### src/rtl/twophase_fifo_stage.sv
// Clocked FIFO stage between two 2-phase (transition-signalled) bundled-data channels.
// Define MOUSETRAP_SYNC_EN to pass req_in and ack_out through SYNC_STAGES-flop synchronisers.
module twophase_fifo_stage #(
    parameter int WORD_WIDTH  = 32,
    parameter int DEPTH       = 4,
    parameter int SYNC_STAGES = 2
) (
    input  logic                         clk,
    input  logic                         rst_n,
    input  logic                         req_in,
    input  logic [WORD_WIDTH-1:0]        Data_in,
    output logic                         ack_in,
    output logic                         req_out,
    output logic [WORD_WIDTH-1:0]        Data_out,
    input  logic                         ack_out,
    output logic [$clog2(DEPTH+1)-1:0]   occupancy
);
    localparam int OCC_W = $clog2(DEPTH + 1);
    localparam int PTR_W = $clog2(DEPTH);
    localparam logic [OCC_W-1:0] OCC_ONE  = OCC_W'(1);
    localparam logic [OCC_W-1:0] OCC_FULL = OCC_W'(DEPTH);
    localparam logic [OCC_W-1:0] OCC_ZERO = OCC_W'(0);
    localparam logic [PTR_W-1:0] PTR_ONE  = PTR_W'(1);

    typedef enum logic {ST_IDLE = 1'b0, ST_WAIT = 1'b1} rd_state_t;

    if (DEPTH < 2 || (DEPTH & (DEPTH - 1)) != 0 || SYNC_STAGES < 2) begin : g_param_check
        $error("twophase_fifo_stage: DEPTH must be a power of two >= 2 and SYNC_STAGES >= 2");
    end

    logic                  w_req_s;
    logic                  w_ack_s;
    logic                  w_wr_en;
    logic                  w_launch;
    logic                  w_retire;
    rd_state_t             w_state_nxt;
    logic [OCC_W-1:0]      w_occ_nxt;

    rd_state_t             r_state;
    logic                  r_ack_in;
    logic                  r_req_out;
    logic [WORD_WIDTH-1:0] r_data_out;
    logic [OCC_W-1:0]      r_occ;
    logic [PTR_W-1:0]      r_wr_ptr;
    logic [PTR_W-1:0]      r_rd_ptr;
    logic [WORD_WIDTH-1:0] r_mem [DEPTH];

`ifdef MOUSETRAP_SYNC_EN
    logic [SYNC_STAGES-1:0] r_req_sync;
    logic [SYNC_STAGES-1:0] r_ack_sync;

    // Synchronise the incoming request and acknowledge phases into clk.
    always_ff @(posedge clk or negedge rst_n) begin
        if (!rst_n) begin
            r_req_sync <= {SYNC_STAGES{1'b0}};
            r_ack_sync <= {SYNC_STAGES{1'b0}};
        end else begin
            r_req_sync <= {r_req_sync[SYNC_STAGES-2:0], req_in};
            r_ack_sync <= {r_ack_sync[SYNC_STAGES-2:0], ack_out};
        end
    end

    assign w_req_s = r_req_sync[SYNC_STAGES-1];
    assign w_ack_s = r_ack_sync[SYNC_STAGES-1];
`else
    assign w_req_s = req_in;
    assign w_ack_s = ack_out;
`endif

    // Occupancy (not pointer equality) decides full, so the pointers may wrap freely.
    assign w_wr_en = (w_req_s != r_ack_in) && (r_occ < OCC_FULL);

    // Read-side FSM: launch from registered occupancy only, so no same-edge bypass.
    always_comb begin
        w_state_nxt = r_state;
        w_launch    = 1'b0;
        w_retire    = 1'b0;
        case (r_state)
            ST_IDLE: begin
                if (r_occ != OCC_ZERO) begin
                    w_launch    = 1'b1;
                    w_state_nxt = ST_WAIT;
                end else begin
                    w_state_nxt = ST_IDLE;
                end
            end
            ST_WAIT: begin
                if (w_ack_s == r_req_out) begin
                    w_retire = 1'b1;
                    if (r_occ > OCC_ONE) begin
                        w_launch    = 1'b1;
                        w_state_nxt = ST_WAIT;
                    end else begin
                        w_state_nxt = ST_IDLE;
                    end
                end else begin
                    w_state_nxt = ST_WAIT;
                end
            end
            default: begin
                w_state_nxt = ST_IDLE;
            end
        endcase
    end

    // Next occupancy: a write and a retire on the same edge cancel out.
    always_comb begin
        w_occ_nxt = r_occ;
        if (w_wr_en && !w_retire) begin
            w_occ_nxt = r_occ + OCC_ONE;
        end else if (!w_wr_en && w_retire) begin
            w_occ_nxt = r_occ - OCC_ONE;
        end else begin
            w_occ_nxt = r_occ;
        end
    end

    // Control and output registers.
    always_ff @(posedge clk or negedge rst_n) begin
        if (!rst_n) begin
            r_state    <= ST_IDLE;
            r_ack_in   <= 1'b0;
            r_req_out  <= 1'b0;
            r_data_out <= {WORD_WIDTH{1'b0}};
            r_occ      <= OCC_ZERO;
            r_wr_ptr   <= {PTR_W{1'b0}};
            r_rd_ptr   <= {PTR_W{1'b0}};
        end else begin
            r_state <= w_state_nxt;
            r_occ   <= w_occ_nxt;
            if (w_wr_en) begin
                r_ack_in <= ~r_ack_in;
                r_wr_ptr <= r_wr_ptr + PTR_ONE;
            end
            if (w_launch) begin
                r_data_out <= r_mem[r_rd_ptr];
                r_req_out  <= ~r_req_out;
                r_rd_ptr   <= r_rd_ptr + PTR_ONE;
            end
        end
    end

    // Storage array; stale contents are unreachable after reset because the pointers clear.
    always_ff @(posedge clk) begin
        if (w_wr_en) begin
            r_mem[r_wr_ptr] <= Data_in;
        end
    end

    assign ack_in    = r_ack_in;
    assign req_out   = r_req_out;
    assign Data_out  = r_data_out;
    assign occupancy = r_occ;

endmodule
### config.mk
export PLATFORM = sky130hd
export DESIGN_NAME = twophase_fifo_stage
export DESIGN_NICKNAME = d
export VERILOG_FILES = /design/src/rtl/twophase_fifo_stage.sv
export SDC_FILE = /design/constraint.sdc
export NUM_CORES = 1
export LEC_CHECK = 0
export CAP_MARGIN = 20
export CORE_ASPECT_RATIO = 1.4
export CORE_MARGIN = 1.5
export CORE_UTILIZATION = 25
export DETAILED_ROUTE_END_ITERATION = 10
export GPL_ROUTABILITY_DRIVEN = 0
export GPL_TIMING_DRIVEN = 0
export SYNTH_ARGS = -nofsm -noshare
export SYNTH_HDL_FRONTEND = slang
export SYNTH_SLANG_ARGS = --single-unit
### constraint.sdc
create_clock -name clk -period 6.99 [get_ports clk]
set_clock_uncertainty 0.2 [all_clocks]
set_input_delay 0.699 -clock clk [delete_from_list [all_inputs] [get_ports clk]]
set_output_delay 0.699 -clock clk [all_outputs]
set_load 0.02 [all_outputs]
==> qor.csv <==
stage,metric,value,unit
synthesis,ys_seq_area_share,74.7,%
clock_tree,insertion_delay,420,ps
clock_tree,cts_setup_buffers,0,
synthesis,syn_area_per_cell,22.7,µm²
setup_path,path_class,reg2out,
cells_and_area,area_growth,28.1,%
floorplanning,rows,69,
synthesis,synth_fa_ha_area_share,1.72,%
setup_path,critPathLaunch,occupancy[2],
status,violations,DRC,
global_route,grt_max_degree,32,
clock_tree,h-tree-depth,4,
pwr,p_switching,1200,µW
synthesis,synthMuxAreaShare,18.5,%
pwr,pwr-share-clk,24.1,%
routing,via_per_inst,4.21,
cells_and_area,final_nets,431,
setup_path,r2r_start,r_rd_ptr[1],
pwr,power_frac_seq,37.5,%
setup_path,path_buf_inv,1,
sta,grt_setup_unrepaired,false,
placed_design,place_inst,685,
synthesis,synth_area,6550,µm²
routing,drt_pre_antenna_iters,7,
setup_path,endpoint_kind,primary output,
setup_path,crit_fanout,7,
sta,setup_violations,0,
synthesis,synth_top_family_by_area,multiplexers,
floorplanning,dieWidth,140,µm
global_route,grt_pass1_wl,20400,µm
setup_path,slowest_stage,clkdlybuf4s50_1,
setup_path,regToRegSetupSlack,4840,ps
setup_path,worstPathCellList,clkdlybuf4s50_1,
worst_hold_path,min_from,Data_out[30],
clock_tree,cts-buffers-inserted,17,
clock_tree,cts-root-buf,clkbuf_16,
synthesis,synth_area_leaders,"edfxtp_1 (59%), dfrtp_1 (16%), mux4_2 (10%)",
floorplanning,die-area,27200,µm²
synthesis,synth_top_area_cell,edfxtp_1,
routing,first_iter_violations,175,
sta,slew_headroom,46.7,%
setup_path,required,6090,ps
setup_path,cp.depth,1,
floorplanning,die_height,195,µm
setup_path,critPathTopFamily,buffers and inverters,
global_route,track_usage,10.3,%
placed_design,portBuffers,72,
cells_and_area,layout-drive-gt1-share,29.3,%
synthesis,synth_cell_type_count,28,
floorplanning,design.core.area,25600,µm²
synthesis,yosys.area_share.xor_xnor,1.32,%
synthesis,ys_seq_elements,170,
global_route,antenna_found_initial,0,
clock_tree,cts_tree,done,
worst_hold_path,hold_end,Data_out[30],
placed_design,dp_hpwl,8440,µm
floorplanning,io_pins,73,
setup_path,max_stage_delay,670,ps
routing,avgRoutedWirePerCell,18.2,µm
routing,vias,3020,
worst_hold_path,hold_path_depth,1,
synthesis,synthesis.nets,334,
sta,post-route-period-util,35.7,%
clock_tree,clock_sinks,170,
synthesis,yosysTopAreaCellShare,58.7,%
synthesis,async_flop_share,24.7,%
synthesis,yosysWarnings,0,
pwr,cellLeakagePower,0.00298,µW
pwr,switching_share,30.1,%
cells_and_area,fin_util,32.8,%
sta,drv_slew,0,
sta,post-route-min-period,2500,ps
setup_path,worstRegToRegCells,4,
pwr,p_int,2780,µW
pwr,power_density,474,nW/µm²
routing,wirelength,13100,µm
sta,hold_viol_final,0,
setup_path,rr_endpoint,Data_out[23],
sta,max_freq,400,MHz
clock_tree,ctsHoldBuffers,1,
pwr,peakVddDrop,0.168,mV
global_route,grt_pass1_vias,3447,
setup_path,arrival,1600,ps
cells_and_area,diodes,0,
floorplanning,initial_utilization,25.6,%
pwr,power_frac_comb,38.3,%
status,status,finished with violations,
synthesis,synth_edf_count,128,
clock_tree,cts-resized-gates,0,
global_route,gr-total-overflow,0,
cells_and_area,nFillCells,2445,
synthesis,ys.flop_type,edfxtp_1,
synthesis,synthSimpleGateAreaFrac,1.66,%
synthesis,synth_compound_area_share,0.382,%
worst_hold_path,hold_class,reg2reg,
run,drv_cap,0,
clock_tree,clockBufferDepth,2,
setup_path,critPathLaunchType,flip-flop,
cells_and_area,final_cells,718,
synthesis,synthesis.instances,289,
sta,worst_slew_pin_slew,800,ps
routing,drc,7,
clock_tree,clk_pin_slew,70,ps
sta,setup_tns,0,ps
routing,antenna_left,0,
worst max-delay path by stage:
stage / end
CTS: occupancy[2]
finish: occupancy[2]
floorplan: r_mem[0][0]
detailed placement: r_mem[0][2]
global placement: r_mem[0][14]
global route: r_mem[0][7]
Yosys cell counts (3+ instances only):
cell and instances:
and2_1 4, buf_6 7, clkbuf_1 3, dfrtp_1 42, edfxtp_1 128, ha_1 9, inv_1 4, mux2_2 5
mux2_4 28, mux4_2 30, nand2_1 3, xnor2_1 6
registers in the layout, indices dropped and copies added, names as in the netlist:
signal / cells
ack_in: 1
r_state: 1
r_rd_ptr: 2
occupancy: 3
Data_out: 32
r_mem: 128
req_out: 1
r_wr_ptr: 2
cell type report:
cell class | instances | area [µm²] | share of cell area, %
buffer | 11 | 95.1 | 1.13
clock buffer | 20 | 478 | 5.69
clock inverter | 12 | 134 | 1.59
inverter | 4 | 15.0 | 0.179
multi-input combinational | 104 | 1550 | 18.5
sequential | 170 | 4890 | 58.3
tap | 319 | 399 | 4.75
timing repair buffer | 78 | 826 | 9.84
cell families after synthesis:
family | count (synthesis)
buffers and inverters | 15
xor gates and xnor gates | 9
AOI/OAI and AO/OA | 4
adders and majority gates | 9
DFF | 170
muxes | 66
and+or+nand+nor | 16
layout by cell type (no fill, tap or decap), types with 4 or more instances in the layout:
cell type,n
clkbuf_16,18
and2_2,4
edfxtp_1,128
mux2_2,5
clkinv_2,4
buf_6,7
ha_1,9
mux2_4,28
mux4_2,30
dfrtp_1,42
inv_1,4
clkdlybuf4s50_1,71
buf_12,5
xnor2_1,6
routing by layer:
layer | up-vias | part of all wire [%] | global-route usage (%)
met5 | - | 0 | 0
met4 | 0 | 1.6 | 3.98
met3 | 19 | 4.7 | 3.57
met2 | 57 | 54 | 18.4
met1 | 1607 | 40 | 11.2
li1 | 1337 | - | -
power by group through the flow:
| stage | logic (µW) | clock network (µW) | registers (µW) |
|---|---|---|---|
| finish | 1520 | 961 | 1490 |
| global route | 1640 | 1020 | 1520 |
| CTS | 1570 | 992 | 1500 |
| detailed placement | 1560 | 0 | 1520 |
| global placement | 1500 | 0 | 1510 |
| floorplan | 909 | 0 | 1630 |
through the flow:
| stage | setup slack, ps | hold slack (ps) | power [µW] | cell area (µm²) |
|---|---|---|---|---|
| floorplan | 4450 | 203 | 2540 | 6550 |
| global placement | 3120 | 295 | 3010 | 7670 |
| detailed placement | 4030 | 297 | 3080 | 7770 |
| CTS | 4450 | 310 | 4060 | 8390 |
| global route | 4390 | 322 | 4190 | 8390 |
| finish | 4490 | 310 | 3980 | 8390 |
Power figures use the tool's default switching activity.
